<file path="src/rtl/ram_4k_arbiter.sv">
// Two-requester arbiter in front of a single ram_4k: per-cycle round-robin
// grant, with an optional bounded lock for atomic multi-cycle sequences.

// Read-return slice for one requester: captures ram_out on a granted read.
module ram_4k_arbiter_rd #(
  parameter int DATA_W = 16
) (
  input  logic              clock,
  input  logic              reset,
  input  logic              i_rd,
  input  logic [DATA_W-1:0] i_ram_out,
  output logic [DATA_W-1:0] o_rdata,
  output logic              o_rvalid
);
  logic [DATA_W-1:0] r_rdata;
  logic              r_rvalid;

  always_ff @(posedge clock) begin
    if (reset) begin
      r_rdata  <= '0;
      r_rvalid <= 1'b0;
    end else begin
      r_rvalid <= i_rd;
      if (i_rd) r_rdata <= i_ram_out;
    end
  end

  assign o_rdata  = r_rdata;
  assign o_rvalid = r_rvalid;
endmodule

module ram_4k_arbiter #(
  parameter int ADDR_W   = 12,
  parameter int DATA_W   = 16,
  parameter int LOCK_MAX = 15
) (
  input  logic              clock,
  input  logic              reset,
  input  logic              req_a,
  input  logic              we_a,
  input  logic              lock_a,
  input  logic [ADDR_W-1:0] addr_a,
  input  logic [DATA_W-1:0] wdata_a,
  output logic              ack_a,
  output logic [DATA_W-1:0] rdata_a,
  output logic              rvalid_a,
  input  logic              req_b,
  input  logic              we_b,
  input  logic              lock_b,
  input  logic [ADDR_W-1:0] addr_b,
  input  logic [DATA_W-1:0] wdata_b,
  output logic              ack_b,
  output logic [DATA_W-1:0] rdata_b,
  output logic              rvalid_b,
  output logic [ADDR_W-1:0] ram_addr,
  output logic [DATA_W-1:0] ram_in,
  output logic              ram_load,
  input  logic [DATA_W-1:0] ram_out
);
  localparam int NUM_LANES = 2;
  localparam int CNT_W     = 4;

  typedef enum logic [1:0] {IDLE, OWN_A, OWN_B} state_t;

  state_t            r_state, w_state_nxt;
  logic              r_prio, w_prio_nxt;   // 0 favours A, 1 favours B
  logic [CNT_W-1:0]  r_lock_cnt, w_lock_cnt_nxt, w_cnt_inc;
  logic [ADDR_W-1:0] r_last_addr;

  logic [NUM_LANES-1:0]             w_req, w_we, w_lock, w_gnt, w_rvalid;
  logic [NUM_LANES-1:0][ADDR_W-1:0] w_addr;
  logic [NUM_LANES-1:0][DATA_W-1:0] w_wdata, w_rdata;
  logic                             w_any, w_gsel, w_glock;

  assign w_req   = {req_b, req_a};
  assign w_we    = {we_b, we_a};
  assign w_lock  = {lock_b, lock_a};
  assign w_addr  = {addr_b, addr_a};
  assign w_wdata = {wdata_b, wdata_a};

  always_comb begin
    w_gnt = '0;
    if (!reset) begin
      case (r_state)
        IDLE:    w_gnt = (req_a && req_b) ? (r_prio ? 2'b10 : 2'b01) : w_req;
        OWN_A:   w_gnt = {1'b0, req_a};
        OWN_B:   w_gnt = {req_b, 1'b0};
        default: w_gnt = '0;
      endcase
    end
  end

  assign w_any     = |w_gnt;
  assign w_gsel    = w_gnt[1];
  assign w_glock   = w_lock[w_gsel];
  assign w_cnt_inc = (r_lock_cnt == CNT_W'(LOCK_MAX)) ? r_lock_cnt
                                                      : r_lock_cnt + CNT_W'(1);

  // A locked grant that brings the counter to LOCK_MAX is the last one:
  // ownership drops and the other side gets priority.
  always_comb begin
    w_state_nxt    = r_state;
    w_prio_nxt     = r_prio;
    w_lock_cnt_nxt = r_lock_cnt;
    if (w_any) begin
      if (w_glock && (w_cnt_inc != CNT_W'(LOCK_MAX))) begin
        w_state_nxt    = w_gsel ? OWN_B : OWN_A;
        w_lock_cnt_nxt = w_cnt_inc;
      end else begin
        w_state_nxt    = IDLE;
        w_lock_cnt_nxt = '0;
        w_prio_nxt     = ~w_gsel;
      end
    end else if (r_state != IDLE) begin
      w_state_nxt    = IDLE;
      w_lock_cnt_nxt = '0;
    end
  end

  always_ff @(posedge clock) begin
    if (reset) begin
      r_state     <= IDLE;
      r_prio      <= 1'b0;
      r_lock_cnt  <= '0;
      r_last_addr <= '0;
    end else begin
      r_state    <= w_state_nxt;
      r_prio     <= w_prio_nxt;
      r_lock_cnt <= w_lock_cnt_nxt;
      if (w_any) r_last_addr <= w_addr[w_gsel];
    end
  end

  assign ram_load = w_any & w_we[w_gsel];
  assign ram_addr = w_any ? w_addr[w_gsel] : r_last_addr;
  assign ram_in   = w_any ? w_wdata[w_gsel] : '0;

  for (genvar i = 0; i < NUM_LANES; i++) begin : g_rd
    ram_4k_arbiter_rd #(.DATA_W(DATA_W)) u_rd (
      .clock     (clock),
      .reset     (reset),
      .i_rd      (w_gnt[i] & ~w_we[i]),
      .i_ram_out (ram_out),
      .o_rdata   (w_rdata[i]),
      .o_rvalid  (w_rvalid[i])
    );
  end

  assign ack_a    = w_gnt[0];
  assign ack_b    = w_gnt[1];
  assign rdata_a  = w_rdata[0];
  assign rdata_b  = w_rdata[1];
  assign rvalid_a = w_rvalid[0];
  assign rvalid_b = w_rvalid[1];
endmodule
</file>
<file path="config.mk">
export PLATFORM = sky130hd
export DESIGN_NAME = ram_4k_arbiter
export DESIGN_NICKNAME = d
export VERILOG_FILES = /design/src/rtl/ram_4k_arbiter.sv
export SDC_FILE = /design/constraint.sdc
export NUM_CORES = 1
export LEC_CHECK = 0
export CAP_MARGIN = 20
export CORE_MARGIN = 2
export CORE_UTILIZATION = 34
export DETAILED_ROUTE_END_ITERATION = 8
export GPL_ROUTABILITY_DRIVEN = 0
export PLACE_DENSITY = 0.77
export SLEW_MARGIN = 20
export SYNTH_ARGS = -nofsm -noshare
export SYNTH_HDL_FRONTEND = slang
export SYNTH_SLANG_ARGS = --single-unit
export TNS_END_PERCENT = 1
</file>
<file path="constraint.sdc">
create_clock -name clock -period 1.8 [get_ports clock]
set_input_delay 0.36 -clock clock [delete_from_list [all_inputs] [get_ports clock]]
set_output_delay 0.36 -clock clock [all_outputs]
set_load 0.02 [all_outputs]
</file>
# [Word level (Yosys, flattened, before mapping)]
# Cells that the tools add are included.
[totals] reg_bits=53
[op_classes] magnitude_cmp=1 addsub=1 n_reduce_logical=7 n_bitwise=7 mux=22 n_eq_ne=4
[op_table] operator="two-way mux 16 bit" count=3
[op_table] operator="two-way mux 12 bit" count=3
[op_table] operator="two-way mux 4 bit" count=4
[op_table] operator="two-way mux 2 bit" count=7
[op_table] operator="one-hot mux 2 bit (3 select lines)" count=1
[op_table] operator="adder 4 x 1 -> 4 bit, second input constant" count=1
[op_table] operator="== test 4 bit, second input constant" count=1
[op_table] operator="two-way mux 1 bit" count=4
[op_table] operator="inequality test 4 bit, second input constant" count=1
[op_table] operator="NOT 1 bit" count=4
[op_table] operator="nonzero test 2 bit" count=2
[op_table] operator="AND 1 bit" count=3
[op_table] operator="== test 2 x 1 -> 1 bit, second input constant" count=1
[op_table] operator="== test 2 bit, second input constant" count=1
[op_table] operator="logical AND 1 bit" count=2
[op_table] operator="logical NOT 2 bit" count=1
[op_table] operator="< comparator 1 x 2 -> 1 bit, second input constant" count=1
[op_table] operator="AND reduction 2 bit" count=1
[op_table] operator="OR reduction 2 bit" count=1

# [Depth between registers and ports, before layout]
# Gate-level depths: netlist of run 1.
[logic_depth] word_depth=9 ltp_mapped=6 ltp_nobuf=5

# [Hierarchy]
# Synthesis of run 1 repeated with hierarchy kept, for this count alone.
[hier_totals] cells_unflattened=265 hier_area_um2=2433.6
[by_module_without_submodules] mod="ram_4k_arbiter" cells_per_inst=157 seq_area_each_um2=380.4 instances=1 area_per_inst_um2=1217.4
[by_module_without_submodules] mod="ram_4k_arbiter_rd" cells_per_inst=54 seq_area_each_um2=340.3 instances=2 area_per_inst_um2=608.1

# [Worst setup path after synthesis of run 1]
# Ideal clock, no wire load.
[synth_timing] kind="input to output" start="input port reset" end="output port ram_in[10]" stages=6 t_required_ns=1.440 path_buffers=2 path_slack_ns=-0.241 arrival_time_ns=1.681 cell_sequence="buf_4 > nor3b_2 > nand2_1 > inv_2 > clkbuf_1 > a22o_1"
[synth_between] elab_chain_cells=4 word_cells_on_any_way=5 classes_between="4 x mux; 1 x reduce/logical"
[synth_lines] element="from (decl)" line="38" rtl="input logic reset,"
[synth_lines] element="two-way mux 2 bit *" line="83" rtl="if (!reset) begin"
[synth_lines] element="via ack_b" line="52" rtl="output logic ack_b,"
[synth_lines] element="two-way mux 16 bit (implied by the code) (2 in a row)" line="136" rtl="assign ram_in = w_any ? w_wdata[w_gsel] : '0;"
[synth_lines] element="two-way mux 16 bit *" line="136"
[synth_lines] element="to (decl)" line="56" rtl="output logic [DATA_W-1:0] ram_in,"
# Mark *: on every way through the listed nets, which the timed path passes. The rest lies on a longest branch. The select of a mux whose other input is x is not followed.

# [Worst setup path after layout of run 1]
[layout_timing] start="register r_state[0]" end="output port ram_addr[8]"
[layout_between] elab_chain_cells=6 word_cells_on_any_way=9 classes_between="2 x eq/ne; 5 x mux; 2 x reduce/logical"
[layout_lines] element="from (decl)" line="65" rtl="state_t r_state, w_state_nxt;"
[layout_lines] element="from (signal assigned)" line="127" rtl="r_state <= w_state_nxt;"
[layout_lines] element="== test 2 bit, or another cell as far along" line="84" rtl="case (r_state)"
[layout_lines] element="one-hot mux 2 bit (3 select lines) *" line="84"
[layout_lines] element="two-way mux 2 bit *" line="83"
[layout_lines] element="two-way mux 12 bit (implied by the code) (2 in a row)" line="135" rtl="assign ram_addr = w_any ? w_addr[w_gsel] : r_last_addr;"
[layout_lines] element="two-way mux 12 bit *"
[layout_lines] element="to (decl)" line="55" rtl="output logic [ADDR_W-1:0] ram_addr,"
# Mark *: on every way between the ends. The rest lies on a longest branch, timed or not. The select of a mux whose other input is x is not followed.

==> metrics, run 1 <==
source-to-sink clock delay at the later pin of the worst-skew pair=0.30 ns; Die ar.=just under 0.008 mm²; pre-CTS WS=-1.01 ns; total wire length after detailed routing=8430 µm; Hold WC Path Type=register to register; Hold Slack=approximately 0.48 ns; register cell area after layout=0.00107 mm²; routed vias/inst=around 5.1; critical register-to-register path startpoint=r_lock_cnt[0]; Final WS setup=-0.406 ns; via count of the first global-routing pass=2714; max capacitance violation total=0; Die Y-Extent=88.8 µm; worst max-slew margin expressed relative to the limit=0.642; Total GRT Usage=0.208; worst-path fanout max=6; share of the synthesized area in the top cell type=0.434; run status=complete, but fails checks; overall die width=approximately 90 µm; prevailing post-synth register cell=sky130_fd_sc_hd__dfxtp_1; number of nets with antenna violations after routing=0; count of different cell masters after synthesis=44; static leakage=1.74 nW; number of levels the H-tree was split into=2; met3 routed WL=749 µm; unrepaired setup endpoints after global routing=true; hold path start=g_rd[1].u_rd.o_rdata[10]; Wirelength per Cell=15.4 µm; Fin. Hold Viols=0; Initial Utilization=0.356; post-synthesis register bit count=53; post-placement cell area=~0.0042 mm²; post-synthesis area per instance=8.53 µm²; post-layout instance area=between 0.004 and 0.005 mm²; shortest period the worst path allows=between 2 and 2.5 ns; worst setup skew after layout=0.00299 ns; Routed met1 length=around 3300 µm; largest voltage drop on the vdd net=between 0.3 and 0.4 mV; Iter 0 DRT Violations=84; portion of the post-synthesis area used by sequential elements=0.434; most common cell after layout, fill and taps aside=sky130_fd_sc_hd__clkdlybuf4s50_1; growth of design area from synthesis to finish=88.2%; post-synthesis instance total=287; WL met2=4180 µm; Buffers on Ports=around 140; crit start category=register; sum of overflow across all layers after global routing=0; largest buffer count on any clock path=2; Remaining DRCs=0; combined area of the multi-input logic cells=approximately 0.0015 mm²; top routing layer in use=met4; count of synthesis-stage warnings from yosys=0; number of detailed-routing iterations run before antenna repair=4; fraction of layout cells with a size suffix above 1=0.268; initial antenna violation count=0; Rows=30; Total Power=2.90 mW; Fmax=0.453 GHz; endpoint arrival time on the critical path=approximately 1.9 ns; hold buffers post-CTS=0; Worst setup EP type=output port; violations in the final reports=negative setup slack; required time reported for the critical path endpoint=1.44 ns; Power per Cell Area=~630 mW/mm²; clock input transition at the sequential cells of the worst setup and hold paths=about 0.090 ns; first-pass GRT wire length=about 13000 µm; number of buffers created by CTS=5; count of final max-slew check failures=0; highest-count cells in the layout ignoring fill and taps=sky130_fd_sc_hd__clkdlybuf4s50_1, sky130_fd_sc_hd__dfxtp_1, sky130_fd_sc_hd__buf_4; Final period util=1.23; vias=about 2800; core area=between 0.006 and 0.007 mm²; number of top-level pins=145; maximum number of pins on one net before global-route repair=53; Final nets=approximately 530; Worst-Margin Slew=0.537 ns; CTS sink count=53; final number of setup-violating endpoints=30; cell at the root of the clock tree=sky130_fd_sc_hd__clkbuf_8; number of inserted filler cells in the final layout=~530; post-synth design cell area=approximately 0.0024 mm²; nets in the synthesized netlist=368; final cell utilization of the core=0.670; clock tree from TritonCTS=built; antenna fix cells=0; start point of the critical path=r_state[0]; EDFF count, synth=0; worst reg-to-reg setup slack=around 0.06 ns; cell taking the most area after synthesis=sky130_fd_sc_hd__dfxtp_1; ranking of synthesized cells by area=sky130_fd_sc_hd__dfxtp_1, sky130_fd_sc_hd__o21ai_0, sky130_fd_sc_hd__a22o_1; HPWL after detailed placement=6000 µm; critical path start-end classification=register to output port; share of flip-flops with an asynchronous set or reset=0
-- repair_timing --
| item | in CTS | in global routing |
|---|---|---|
| gates resized for setup | 206 | 17 |
| endpoints found under the setup margin | 53 | 35 |
| buffers inserted | 1 | 0 |
| gates cloned | 2 | 0 |
| pin swaps | 27 | 3 |
-- power breakdown --
group | leakage [nW] | total, mW | internal [mW] | switching [mW]
combinational | 1.26 | 0.970 | 0.524 | 0.447
sequential | 0.435 | 1.26 | 1.23 | 0.0292
clock | 0.0456 | 0.665 | 0.278 | 0.387
-- cells by family (layout without fill, tap and decap cells) --
family          after synthesis  after routing  share of synthesized area
flops                        53             53                      0.434
buf+inv                      28            193                     0.0629
compound gates               95             95                      0.260
xor+xnor                      1              1                    0.00358
fa+ha+maj                     1              1                    0.00511
simple gates                109            109                      0.235
-- per-layer routing --
metal	global-route usage	vias to the layer above
li1	-	1346
met1	0.239	1290
met2	0.355	125
met3	0.0709	17
met4	0.0826	0
met5	0	-
-- critical path: stages (launching register included) --
cell                      delay, ns
sky130_fd_sc_hd__dfxtp_2       0.34
sky130_fd_sc_hd__and3b_2       0.21
sky130_fd_sc_hd__or3_4         0.41
sky130_fd_sc_hd__buf_12        0.18
sky130_fd_sc_hd__o22ai_4       0.19
sky130_fd_sc_hd__nor2_2        0.07
sky130_fd_sc_hd__buf_6         0.13
-- registers in the layout (all words and copies together) (netlist names) --
signal              cells
g_rd.u_rd.o_rdata      32
r_last_addr            12
r_lock_cnt              4
g_rd.u_rd.o_rvalid      2
r_state                 2
r_prio                  1
-- area by class of cell --
type,count,share of cell area
clock buffers,6,0.0158
multi-input cells,206,0.325
repair buffers,178,0.390
well taps,96,0.0261
clock inverters,2,0.00299
flip-flops and latches,53,0.231
inverters,7,0.00842
-- path summary, 6_finish.rpt --
path | endpoint | cells after the start
min reg2reg | g_rd[1].u_rd.o_rdata[10] | 2
max reg2reg | r_prio | 6
max | ram_addr[8] | 6
min | g_rd[1].u_rd.o_rdata[10] | 2
-- cell usage after synthesis (4+ instances only) --
library cell,count
sky130_fd_sc_hd__o22ai_1,8
sky130_fd_sc_hd__o21ai_0,31
sky130_fd_sc_hd__nand2b_1,19
sky130_fd_sc_hd__clkbuf_1,8
sky130_fd_sc_hd__nand2_1,34
sky130_fd_sc_hd__a22o_1,17
sky130_fd_sc_hd__inv_1,5
sky130_fd_sc_hd__a21oi_1,18
sky130_fd_sc_hd__nor2_1,25
sky130_fd_sc_hd__buf_2,5
sky130_fd_sc_hd__dfxtp_1,53
sky130_fd_sc_hd__nor3_1,12
sky130_fd_sc_hd__o22ai_2,4
sky130_fd_sc_hd__buf_6,4
-- stage by stage --
step,instances,setup TNS [ns]
4_1_cts,548,-10.47
3_5_place_dp,537,-44.73
6_report,548,-9.90
5_1_grt,548,-11.85
2_1_floorplan,287,-1.06
3_3_place_gp,537,-43.54
Power figures use the tool's default switching activity.
==> inputs of run 2 (changes only) <==
SYNTH_HIERARCHICAL = 1   (was unset)
==> run 2 against run 1 <==
  * The run still ends with negative setup slack left
  * Largest power group unchanged
  * Hold slack lost 0.046 ns
  * Clock power grew 23%
  * Die area shrank 0.54%
  * Cell count shrank 0.55%
  * Total power grew 0.80%
  * Critical path type unchanged
  * Sequential share of layout area grew 0.54 points
  * Setup slack gained 0.16 ns
  * Fmax grew 7.9%
==> metrics, run 2 <==
run status=complete, but fails checks; violations in the final reports=negative setup slack; number of placed instances with taps included=534 (-0.56%); endpoint arrival time on the critical path=1.68 ns (-0.17 ns); Buffers on Ports=144 (unchanged); number of buffers created by CTS=5 (unchanged); clock input transition at the sequential cells of the worst setup and hold paths=0.10 ns (about the same); CTS sink count=53 (unchanged); cell-internal power=2.11 mW (+3.5%); initial antenna violation count=0 (unchanged); post-synthesis instance total=265 (-7.7%); HPWL after detailed placement=5970 µm (-0.48%); Hold Slack=0.429 ns (-0.0463 ns); Remaining DRCs=0 (unchanged); required time reported for the critical path endpoint=1.44 ns (about the same); Rows=30 (unchanged); number of nets with antenna violations after routing=0 (unchanged); ranking of synthesized cells by area=sky130_fd_sc_hd__dfxtp_1, sky130_fd_sc_hd__mux2i_1, sky130_fd_sc_hd__nor2_1; share of the synthesized area in the top cell type=0.436 (+0.00245); first-pass GRT wire length=12200 µm (-3.8%); buffer and inverter count on the worst path=2 (unchanged); unrepaired setup endpoints after global routing=true; count of placed standard cells in the final layout, fillers left out=545 (-0.55%); worst setup skew after layout=0.0105 ns (+0.00748 ns); Initial Utilization=0.354 (-0.00200); overall die width=88.6 µm (-0.27%); max capacitance violation total=0 (unchanged); Die ar.=0.00785 mm² (-0.54%); share of flip-flops with an asynchronous set or reset=0 (unchanged); post-layout instance area=0.00449 mm² (-2.5%); hold buffers post-CTS=0 (unchanged); number of levels the H-tree was split into=2 (unchanged); Total Power=2.92 mW (+0.80%); prevailing post-synth register cell=sky130_fd_sc_hd__dfxtp_1; share of total power in combinational logic=0.292 (-0.043); commonest cells in the netlist=sky130_fd_sc_hd__nor2_1, sky130_fd_sc_hd__dfxtp_1, sky130_fd_sc_hd__mux2i_1, sky130_fd_sc_hd__a22o_1, sky130_fd_sc_hd__nor3_1; delay contributed by the slowest stage of the critical path=0.43 ns (+0.02 ns); portion of the post-synthesis area used by sequential elements=0.436 (+0.00245); share of power burned in the clock network=0.280 (+0.050); Wirelength per Cell=14.8 µm (-4.0%); Net Sw Power=815 µW (-5.6%); clock tree from TritonCTS=built; cell at the root of the clock tree=sky130_fd_sc_hd__clkbuf_8; number of detailed-routing iterations run before antenna repair=4 (unchanged); worst reg-to-reg setup slack=0.14 ns (+0.08 ns); antenna fix cells=0 (unchanged); worst-path fanout max=6 (unchanged); count of final max-slew check failures=0 (unchanged); static leakage=1.77 nW (+1.2%); final cell utilization of the core=0.654 (-0.0169); Final nets=529 (-0.56%); Final WS setup=-0.244 ns (+0.162 ns); Total GRT Usage=0.197 (-0.0111); core area=0.00687 mm² (unchanged); most common cell in the netlist=sky130_fd_sc_hd__nor2_1; source-to-sink clock delay at the later pin of the worst-skew pair=0.30 ns (about the same); total wire length after detailed routing=8050 µm (-4.5%); Iter 0 DRT Violations=139 (+65%); critical path start-end classification=register to output port; growth of design area from synthesis to finish=84.5%; shortest period the worst path allows=2.04 ns (-0.162 ns); Power per Cell Area=651 mW/mm² (+3.4%); sum of overflow across all layers after global routing=0 (unchanged); Worst-Margin Slew=0.529 ns (-0.00847 ns); sequential share of power=0.428 (-0.008); crit start category=register; post-placement cell area=0.00425 mm² (+0.12%); kind of cell adding the most delay to the critical path=simple AND/OR/NAND/NOR gates; largest voltage drop on the vdd net=0.388 mV (+4.4%); slowest CP cell=sky130_fd_sc_hd__or3b_4; Hold WC Path Type=primary input to register; number of top-level pins=145 (unchanged); Fin. Hold Viols=0 (unchanged); post-synthesis area per instance=9.18 µm² (+7.7%); Worst setup EP type=output port; worst max-slew margin expressed relative to the limit=0.647 (+0.00565); highest-count cells in the layout ignoring fill and taps=sky130_fd_sc_hd__clkdlybuf4s50_1, sky130_fd_sc_hd__nor2_1, sky130_fd_sc_hd__dfxtp_1; fraction of layout cells with a size suffix above 1=0.294 (+0.0263); Fmax=0.489 GHz (+7.9%); count of synthesis-stage warnings from yosys=6 (+6); most common cell after layout, fill and taps aside=sky130_fd_sc_hd__clkdlybuf4s50_1; post-synth design cell area=0.00243 mm² (-0.56%); routed vias/inst=4.90 (-3.3%); cell taking the most area after synthesis=sky130_fd_sc_hd__dfxtp_1; max FFs per register=32 (unchanged); largest buffer count on any clock path=2 (unchanged); count of different cell masters after synthesis=39 (-11%); Die Y-Extent=88.6 µm (-0.27%); final number of setup-violating endpoints=31 (+3.3%); via count of the first global-routing pass=2606 (-4.0%); EDFF count, synth=0 (unchanged); post-synthesis register bit count=53 (unchanged); Final period util=1.14 (-0.0897); pre-CTS WS=-0.962 ns (+0.0516 ns); maximum number of pins on one net before global-route repair=52 (-1.9%); cells traversed along the worst timing path=or3b_4 -> nand2_8 -> buf_8 -> nor2_2 -> nor3_1 -> buf_2; Setup Total Neg Slack=-6.10 ns (+3.80 ns); vias=2672 (-3.8%); nets in the synthesized netlist=346 (-6.0%); Switching Fraction=0.279 (-0.0188)
[run 2: changes by cell type after synthesis, sizes merged, moves of 4 or more]
| cell | change |
|---|---|
| mux2i | +32 |
| clkbuf | -7 |
| nand2 | -30 |
| nand2b | -15 |
| nor4 | +10 |
| nor2 | +47 |
| o21ai | -32 |
| a21oi | -16 |
| o22ai | -12 |
| buf | +4 |
[run 2: layer usage]
layer	vias up	wire (µm)	global-route usage
met5	-	0	0
met4	0	96	0.0468
met3	8	563	0.0401
met2	93	4180	0.373
met1	1261	3210	0.225
li1	1310	-	-
[run 2: logic make-up after synthesis]
family                   share of synthesized area
AND/OR/NAND/NOR                              0.239
flip-flops                                   0.436
AO/OA/AOI/OAI                                0.121
multiplexers                                 0.132
buffers and inverters                       0.0632
XOR/XNOR                                   0.00360
adder cells (fa/ha/maj)                    0.00514
[run 2: power by group through the flow]
stage                     clock network [mW]  registers, mW  logic, mW
after floorplan                            0           1.30      0.329
after global placement                     0           1.27      0.814
after detailed placement                   0           1.28      0.826
after CTS                              0.842           1.25      0.815
after global routing                   0.885           1.26      0.914
final                                  0.817           1.25      0.854
[run 2: repair_timing]
item	CTS	global route
pin swaps	5	5
gates cloned	0	0
resized for setup	168	42
setup endpoints to repair	32	44
buffers inserted	3	0
[run 2: worst paths after layout]
check	from	to	cells after the start
max	r_prio	ram_addr[9]	6
min	reset	r_last_addr[7]	3
max reg2reg	r_lock_cnt[0]	r_lock_cnt[1]	6
min reg2reg	g_rd[0].u_rd/o_rdata[3]	g_rd[0].u_rd/o_rdata[3]	2
[run 2: layout make-up]
type,instances,area [µm²]
Inverter,4,27.5
Tap cell,96,120
Sequential cell,53,1060
Multi-Input combinational cell,190,1370
Timing Repair Buffer,194,1790
Clock buffer,5,68.8
Fill cell,549,2380
Clock inverter,3,43.8
[run 2: tightest hold or removal path, stage by stage]
cell	delay (ns)
sky130_fd_sc_hd__buf_2	0.17
sky130_fd_sc_hd__buf_4	0.13
sky130_fd_sc_hd__nor4_1	0.04
